===== src/rtl/round_timer_pkg.sv =====
// Shared game definitions: round-timer state encoding and seconds arithmetic helpers.
package round_timer_pkg;

  typedef enum logic [1:0] {
    StIdle    = 2'd0,
    StRun     = 2'd1,
    StPause   = 2'd2,
    StExpired = 2'd3
  } state_e;

  localparam int unsigned SecW = 5;
  localparam logic [SecW-1:0] SecMax = 5'd31;

  // Clamp a one-bit-wider intermediate back into the seconds range.
  function automatic logic [SecW-1:0] sat_sec(input logic [SecW:0] v);
    return (v > {1'b0, SecMax}) ? SecMax : v[SecW-1:0];
  endfunction

endpackage


===== src/rtl/round_timer_bin5_to_bcd.sv =====
// Combinational 5-bit binary to two-digit BCD; the caller registers the result.
module bin5_to_bcd
  import round_timer_pkg::*;
(
  input  logic [SecW-1:0] bin_i,
  output logic [3:0]      tens_o,
  output logic [3:0]      ones_o
);

  always_comb begin
    tens_o = 4'd0;
    ones_o = bin_i[3:0];
    if (bin_i >= SecW'(30)) begin
      tens_o = 4'd3;
      ones_o = 4'(bin_i - SecW'(30));
    end else if (bin_i >= SecW'(20)) begin
      tens_o = 4'd2;
      ones_o = 4'(bin_i - SecW'(20));
    end else if (bin_i >= SecW'(10)) begin
      tens_o = 4'd1;
      ones_o = 4'(bin_i - SecW'(10));
    end
  end

endmodule


===== src/rtl/round_timer.sv =====
// Per-round countdown timer: one-second prescaler, pause/bonus/abort control, BCD display.
module round_timer
  import round_timer_pkg::*;
#(
  parameter int unsigned TICK_CYCLES = 100000000,
  parameter int unsigned WARN_SEC    = 3,
  parameter int unsigned BONUS_SEC   = 2
) (
  input  logic            clk,
  input  logic            rst_n,
  input  logic [SecW-1:0] timer_i,
  input  logic            start_i,
  input  logic            pause_i,
  input  logic            abort_i,
  input  logic            add_sec_i,
  output logic [SecW-1:0] remaining_o,
  output logic [3:0]      bcd_tens_o,
  output logic [3:0]      bcd_ones_o,
  output logic            running_o,
  output logic            warn_o,
  output logic            expired_o
);

  localparam int unsigned PresW = (TICK_CYCLES > 1) ? $clog2(TICK_CYCLES) : 1;
  localparam int unsigned SumW  = SecW + 1;
  localparam logic [PresW-1:0] TickLast = PresW'(TICK_CYCLES - 1);
  localparam logic [SumW-1:0]  Bonus    = SumW'(BONUS_SEC);

  state_e           state_q, state_d;
  logic [PresW-1:0] presc_q, presc_d;
  logic [SecW-1:0]  rem_q, rem_d;
  logic [3:0]       tens_q, tens_d, ones_q, ones_d;
  logic             running_q, running_d;
  logic             warn_q, warn_d;
  logic             expired_q, expired_d;
  logic             tick;
  logic [SumW-1:0]  sum;

  always_comb begin
    state_d   = state_q;
    presc_d   = presc_q;
    rem_d     = rem_q;
    expired_d = 1'b0;
    tick      = 1'b0;
    sum       = '0;
    if (abort_i) begin
      state_d = StIdle;
      rem_d   = '0;
      presc_d = '0;
    end else if (start_i) begin
      presc_d = '0;
      if (timer_i != '0) begin
        state_d = StRun;
        rem_d   = timer_i;
      end else begin
        state_d   = StExpired;
        rem_d     = '0;
        expired_d = 1'b1;
      end
    end else if (state_q == StRun || state_q == StPause) begin
      // The prescaler advances on every cycle pause is low, so a pause costs exactly its length.
      state_d = pause_i ? StPause : StRun;
      if (!pause_i) begin
        if (presc_q == TickLast) begin
          presc_d = '0;
          tick    = 1'b1;
        end else begin
          presc_d = presc_q + 1'b1;
        end
      end
      sum   = {1'b0, rem_q} + (add_sec_i ? Bonus : '0) - {{SecW{1'b0}}, tick};
      rem_d = sat_sec(sum);
      if (tick && sum == '0) begin
        state_d   = StExpired;
        presc_d   = '0;
        expired_d = 1'b1;
      end
    end
  end

  always_comb begin
    running_d = (state_d == StRun);
    warn_d    = (state_d == StRun || state_d == StPause) && (rem_d != '0) &&
                (32'(rem_d) <= WARN_SEC);
  end

  bin5_to_bcd u_bcd (
    .bin_i  (rem_d),
    .tens_o (tens_d),
    .ones_o (ones_d)
  );

  always_ff @(posedge clk or negedge rst_n) begin
    if (!rst_n) begin
      state_q   <= StIdle;
      presc_q   <= '0;
      rem_q     <= '0;
      tens_q    <= '0;
      ones_q    <= '0;
      running_q <= 1'b0;
      warn_q    <= 1'b0;
      expired_q <= 1'b0;
    end else begin
      state_q   <= state_d;
      presc_q   <= presc_d;
      rem_q     <= rem_d;
      tens_q    <= tens_d;
      ones_q    <= ones_d;
      running_q <= running_d;
      warn_q    <= warn_d;
      expired_q <= expired_d;
    end
  end

  assign remaining_o = rem_q;
  assign bcd_tens_o  = tens_q;
  assign bcd_ones_o  = ones_q;
  assign running_o   = running_q;
  assign warn_o      = warn_q;
  assign expired_o   = expired_q;

endmodule


===== config.mk =====
export PLATFORM = sky130hd
export DESIGN_NAME = round_timer
export DESIGN_NICKNAME = d
export VERILOG_FILES = /design/src/rtl/round_timer_pkg.sv /design/src/rtl/round_timer_bin5_to_bcd.sv /design/src/rtl/round_timer.sv
export SDC_FILE = /design/constraint.sdc
export NUM_CORES = 1
export LEC_CHECK = 0
export BUFFER_PORTS_ARGS = -buffer_cell sky130_fd_sc_hd__buf_2
export CAP_MARGIN = 5
export CORE_MARGIN = 2
export CORE_UTILIZATION = 37
export CTS_CLUSTER_DIAMETER = 120
export DETAILED_ROUTE_END_ITERATION = 8
export PLACE_DENSITY = 0.62
export SLEW_MARGIN = 15
export SYNTH_ARGS = -nofsm -noshare
export SYNTH_HDL_FRONTEND = slang
export SYNTH_SLANG_ARGS = --single-unit

===== constraint.sdc =====
create_clock -name clk -period 6.4 [get_ports clk]
set_input_delay 0.64 -clock clk [delete_from_list [all_inputs] [get_ports clk]]
set_output_delay 0.64 -clock clk [all_outputs]
set_load 0.1 [all_outputs]

; ---- Word-level counts from Yosys, hierarchy flattened
; Cells that the tools add are included.
[word_totals]
reg_bits = 45
input_bits = 11
out_inout_bits = 16
word_cells = 69
[op_classes]
n_addsub = 6
order_cmp = 5
n_eq_ne = 6
n_mux = 34
n_reduce_logical = 10
[ops]
columns = operator, count
row1 = $mux 27, 6
row2 = $add 27x1->27 const B, 1
row3 = $eq 27x27->1 const B, 1
row4 = $mux 5, 5
row5 = $mux 4, 5
row6 = $mux 2, 7
row7 = $mux 1, 11
row8 = $ge 5x5->1 const B, 2
row9 = $reduce_bool 5->1, 2
row10 = $sub 4x4->4 const B, 2
row11 = $add 5x2->6, 1
row12 = $gt 6x5->1 const B, 1
row13 = $logic_not 6->1, 1
row14 = $sub 6x1->6, 1
row15 = $ge 5x4->1 const B, 1
row16 = $le 5x2->1 const B, 1
row17 = $eq 2x1->1 const B, 2
row18 = $eq 2x2->1 const B, 2
row19 = $ne 4x2->1 const B, 1
row20 = $sub 4x3->4 const B, 1
row21 = $logic_and 1x1->1, 3
row22 = $reduce_bool 3->1, 1
row23 = $logic_or 1x1->1, 2
row24 = $reduce_and 2->1, 1

; ---- Depth between registers and ports, before layout
[logic_depth]
ltp_word = 17
depth_mapped = 20
ltp_nobuf = 20

; ---- Modules after synthesis
; From an unflattened synthesis, not the netlist that was laid out.
[unflattened]
hier_cells = 311
hier_area_um2 = 2902.8
[modules_own_cells]
columns = mod, n_inst, cells_each, area_per_inst_um2, seq_area_each_um2
row1 = round_timer, 1, 278, 2623.8, 1126.1
row2 = bin5_to_bcd, 1, 33, 279.0, 0.0

; ---- Worst setup path after synthesis
; No wires, ideal clock.
[synth_path]
path_type = register to register
start = reg rem_q[1], in the netlist remaining_o[1]
end = reg ones_q[2], in the netlist bcd_ones_o[2]
setup_ns = 0.126
arrival_ns = 4.151
required_time_ns = 6.274
path_slack_ns = 2.123
path_stages_with_launch = 16
path_buffers = 0
period_less_slack_ns = 4.277
path_cell_list = dfrtp_1 > inv_1 > ha_1 > inv_1 > ha_1 > inv_1 > fa_1 > and3b_1 > nor2_1 > xnor2_1 > o21ai_0 > inv_1 > ha_1 > a32oi_1 > mux2_2 > a221o_1
[synth_between]
elab_chain_len = 11
word_cells_on_any_way = 16
cone_classes = add/sub (5) / order compare (4) / mux (7)
[synth_lines]
columns = element, line_no
row1 = "start, declared", round_timer.sv:31  ; logic [SecW-1:0] rem_q, rem_d;
row2 = "start signal, assigned", round_timer.sv:106  ; rem_q <= rem_d;
row3 = $add 5x2->6 (*), round_timer.sv:71  ; sum = {1'b0, rem_q} + (add_sec_i ? Bonus : '0) - {{SecW{1'b0}}, tick};
row4 = $sub 6x1->6 (*), round_timer.sv:71
row5 = $gt 6x5->1, round_timer_pkg.sv:16  ; return (v > {1'b0, SecMax}) ? SecMax : v[SecW-1:0];
row6 = $mux 5 (*), round_timer_pkg.sv:16
row7 = $mux 5 (*), round_timer.sv:60  ; end else if (state_q == StRun || state_q == StPause) begin
row8 = $mux 5 (*), round_timer.sv:50  ; end else if (start_i) begin
row9 = $mux 5 (*), round_timer.sv:46  ; if (abort_i) begin
row10 = named net rem_d[2], round_timer.sv:31
row11 = $sub 4x4->4 / $ge 5x4->1 (equally long branches), "round_timer_bin5_to_bcd.sv:21, round_timer_bin5_to_bcd.sv:19"
row12 = $mux 4, round_timer_bin5_to_bcd.sv:19  ; end else if (bin_i >= SecW'(10)) begin
row13 = $mux 4, round_timer_bin5_to_bcd.sv:16  ; end else if (bin_i >= SecW'(20)) begin
row14 = $mux 4 (*), round_timer_bin5_to_bcd.sv:13  ; if (bin_i >= SecW'(30)) begin
row15 = named net ones_d[2], round_timer.sv:32  ; logic [3:0] tens_q, tens_d, ones_q, ones_d;
row16 = "end signal, assigned", round_timer.sv:108  ; ones_q <= ones_d;
row17 = "end, declared", round_timer.sv:32
; The timed path passes the listed nets; every way through them passes the cells marked *.
; A chain may end at the register's enable or synchronous reset.

; ---- Final worst setup path
[layout_path]
start = reg presc_q[11]
end = reg ones_q[2], in the netlist bcd_ones_o[2]
[layout_between]
elab_chain_len = 16
word_cells_on_any_way = 21
cone_classes = add/sub (4) / order compare (4) / eq/ne (1) / mux (12)
[layout_lines]
columns = element, line_no
row1 = "start, declared", round_timer.sv:30  ; logic [PresW-1:0] presc_q, presc_d;
row2 = "start signal, assigned", round_timer.sv:105  ; presc_q <= presc_d;
row3 = $eq 27x27->1 (*), round_timer.sv:64  ; if (presc_q == TickLast) begin
row4 = $mux 1 (*), round_timer.sv:64
row5 = $mux 1 (*), round_timer.sv:63  ; if (!pause_i) begin
row6 = $mux 1 (*), round_timer.sv:60
row7 = $mux 1 (*), round_timer.sv:50
row8 = $mux 1 (*), round_timer.sv:46
row9 = $sub 6x1->6 (*), round_timer.sv:71
row10 = $gt 6x5->1, round_timer_pkg.sv:16
row11 = [... 2 more ...], --
row12 = $mux 5 (*), round_timer.sv:50
row13 = $mux 5 (*), round_timer.sv:46
row14 = named net rem_d[2], round_timer.sv:31
row15 = $sub 4x4->4 / $ge 5x4->1 (equally long branches), "round_timer_bin5_to_bcd.sv:21, round_timer_bin5_to_bcd.sv:19"
row16 = $mux 4, round_timer_bin5_to_bcd.sv:19
row17 = $mux 4, round_timer_bin5_to_bcd.sv:16
row18 = $mux 4 (*), round_timer_bin5_to_bcd.sv:13
row19 = named net ones_d[2], round_timer.sv:32
; The timed path passes the listed nets; every way through them passes the cells marked *. The select of a mux whose other input is x is not followed.

==> run summary <==
* finished, final reports clean — result of the run
* 0.398 — fraction of the yosys area taken by sequential cells
* 42 — synthesized flop and latch total
* 4 — number of detailed-routing iterations run before antenna repair
* 42 — number of clock sinks
* 0 — EDFF count, synth
* 0 — Synthesis Warnings
* 4270 um — Detail Placement HPWL
* 1,963 — via count of the first global-routing pass
* false — unrepaired setup endpoints after global routing
* 5.04 ns — data arrival time of the critical path
* or4_1 > nor3_1 > nand4_1 > nor2_1 > ha_1 > inv_1 > ha_1 > inv_1 > fa_1 > and3b_1 > nor2_1 > xnor2_1 > o21ai_0 > inv_1 > ha_1 > a32oi_1 > mux2_2 > a221o_1 — series of cell instances along the critical path
* 88.5 um — vertical extent of the die
* 1.31 nW — static leakage power
* 30 — Site Rows
* 0.365 — worst rel slew slack
* built — clock tree from TritonCTS
* 0.08 ns — Reg clk slew, reported paths
* 0 — gr ovfl total
* 18 — Register-to-Register Path Depth
* 5.25 — routed vias/inst
* in2async — type of the most critical hold path
* 0.00264 mm2 — netlist area before placement
* 24 — Buffers on Ports
* 13.9 um — detail-routed net length per standard cell
* register — crit path launch type
* 346 — number of nets at the end of the flow
* 10 — Worst Path Max Fanout
* 0 — Post-CTS Setup Repair Bufs
* 0 — number of hold buffers added after CTS
* 55 — post-synthesis cell type count
* 5780 um — Total Wirelength
* 295 — cell count after synthesis
* 0 — number of nets with antenna violations after routing
* dfrtp_1 — Primary FF master, synth
* dfrtp_1 — leading cell type by number of instances after synthesis
* 0.759 — final period utilization
* 0.30 ns — clock latency of the later-clocked register in the worst-skew pair
* 43 — pin count of the biggest net entering global routing
* 0.950 ns — actual transition at the worst max-transition pin
* 0 — post-cts gate resize count
* reg2reg — kind of critical path
* 0.871 — final estimated routing congestion in global placement
* 0.00687 mm2 — core area
* 0 — number of hold-slack violations in the final timing report
* 157 uV — peak supply drop
* 27 — Top-Level Pins
* 2,185 — via total after detailed routing
* 89 — First DRT Iteration DRCs
* 235 mW/mm2 — areal power density over the cells
* 0.53 ns — slowest stage delay, CP
* dfrtp_1 — library cell with the largest summed area after synthesis
* 0 — Max Slew Vio Count
* clkbuf_8 — clock root buffer
* 0.162 — total global-route track usage
* 206 MHz — highest clock rate
* dfrtp_1 (40%), ha_1 (6.6%), nor2_1 (5.5%), xor2_1 (4.0%), xnor2_1 (3.6%) — biggest area contributors in the synthesized netlist
* 0.398 — post-synth top area share
* 1.00 — fraction of registers with async set/reset
* 0.385 — effective utilization at floorplan
* 9870 um — global-route wire length before repair
* 6.58 ns — Req. time, crit path
* or4_1 — slowest cell on the critical path
* 0 ns — Final TNS setup
* 0.427 — fin util
* 0.122 — share of post-route cells with drive strength above 1
* 5 — number of CTS-inserted buffers
* 0 — final setup violation count
* 11.0% — signed area change from the synthesized netlist to the final layout
* 0 — number of antenna violations at the first check in global routing
* dfrtp_1 (42), nor2_1 (39), inv_1 (25), nand2_1 (25), ha_1 (14) — commonest cells in the netlist
* 0 — diodes inserted
* 4.86 ns — minimum period implied by the final worst setup slack
* 8.96 um2 — average cell area after synthesis
* 2 — buffers from clock root to sink, at most
* 2 — htree depth
* 0.00540 ns — clock skew after layout
* 0.00783 mm2 — die area
* 0 — number of remaining DRC errors
* register — endpoint class of the critical path
* 694 — Layout fillers
* 88.5 um — horizontal die dimension
* 0 — number of max-cap violations
==> logic make-up (layout without fill, tap and decap cells) <==
family,Yosys count,count (layout),share of synthesized area
buf+inv,34,58,0.0530
flops,42,42,0.398
compound gates,52,52,0.143
mux,1,1,0.00426
xor+xnor,24,24,0.0824
other cells,1,2,0.00142
simple gates,125,125,0.240
fa+ha+maj,16,16,0.0777
==> layout make-up <==
type | count | area [um2] | area share
multi-input combinational | 220 | 1460 | 0.496
sequential | 42 | 1050 | 0.358
timing repair buffer | 26 | 135 | 0.0461
tap | 96 | 120 | 0.0409
inverter | 25 | 93.8 | 0.0320
clock buffer | 5 | 68.8 | 0.0235
clock inverter | 2 | 10.0 | 0.00341
==> worst max-delay path, delay by kind of cell (launching register included) <==
family / cells / cell delay, ns
xor gates and xnor gates: 1 / 0.09
and+or+nand+nor: 6 / 1.56
muxes: 1 / 0.37
AOI/OAI and AO/OA: 3 / 1.07
buffers and inverters: 3 / 0.41
DFF: 1 / 0.41
adders and majority gates: 4 / 0.84
==> where the power goes <==
part | switching, W | internal (W)
clock | 0.0000929 | 0.0000734
sequential | 0.00000900 | 0.000277
combinational | 0.000180 | 0.0000577
==> sequential cells by signal (all words and copies together) (netlist names) <==
name,cells
expired_o,1
running_o,1
warn_o,1
presc_q,27
bcd_tens_o,2
state_q,2
remaining_o,4
bcd_ones_o,4
==> placed cells by master, fill, tap and decap left out, types with 4 or more instances in the layout <==
master / instances
o211ai_1: 4
xor2_1: 12
ha_1: 14
a21oi_1: 10
o21ai_0: 11
dfrtp_1: 42
and3_1: 5
buf_2: 24
nor2_1: 39
nand2_1: 25
nor2b_1: 4
nand3_1: 9
nor4_1: 4
nor3_1: 8
inv_1: 25
xnor2_1: 11
nand4_1: 8
clkbuf_8: 5
==> final timing paths <==
check	start	end	slack, ns
setup / recovery	presc_q[11]$_DFFE_PN0P_	bcd_ones_o[2]$_DFF_PN0_	1.54
max in group asynchronous	rst_n	presc_q[5]$_DFFE_PN0P_	5.33
setup reg to reg	presc_q[11]$_DFFE_PN0P_	bcd_ones_o[2]$_DFF_PN0_	1.54
hold / removal	rst_n	presc_q[10]$_DFFE_PN0P_	0.48
hold reg to reg	presc_q[26]$_DFFE_PN0P_	presc_q[26]$_DFFE_PN0P_	0.49
min in group clk	presc_q[26]$_DFFE_PN0P_	presc_q[26]$_DFFE_PN0P_	0.49
==> routing by layer <==
layer	global-route usage	up-vias	part of all wire
met2	0.254	40	0.47
met1	0.227	1061	0.49
li1	-	1079	-
met5	0	-	0
met4	0.0496	0	0.0095
met3	0.0317	5	0.034
==> metrics by stage <==
stage | setup slack (ns) | total power, W | cells | hold slack [ns] | area [um2]
after global placement | 1.74 | 0.000526 | 409 | 0.480 | 2860
final | 1.54 | 0.000690 | 416 | 0.482 | 2930
after CTS | 1.57 | 0.000698 | 416 | 0.499 | 2930
after floorplan | 2.12 | 0.000481 | 296 | 0.344 | 2650
after global routing | 1.12 | 0.000726 | 416 | 0.512 | 2930
after detailed placement | 1.60 | 0.000530 | 409 | 0.484 | 2860
(Power assumes the default switching activity.)
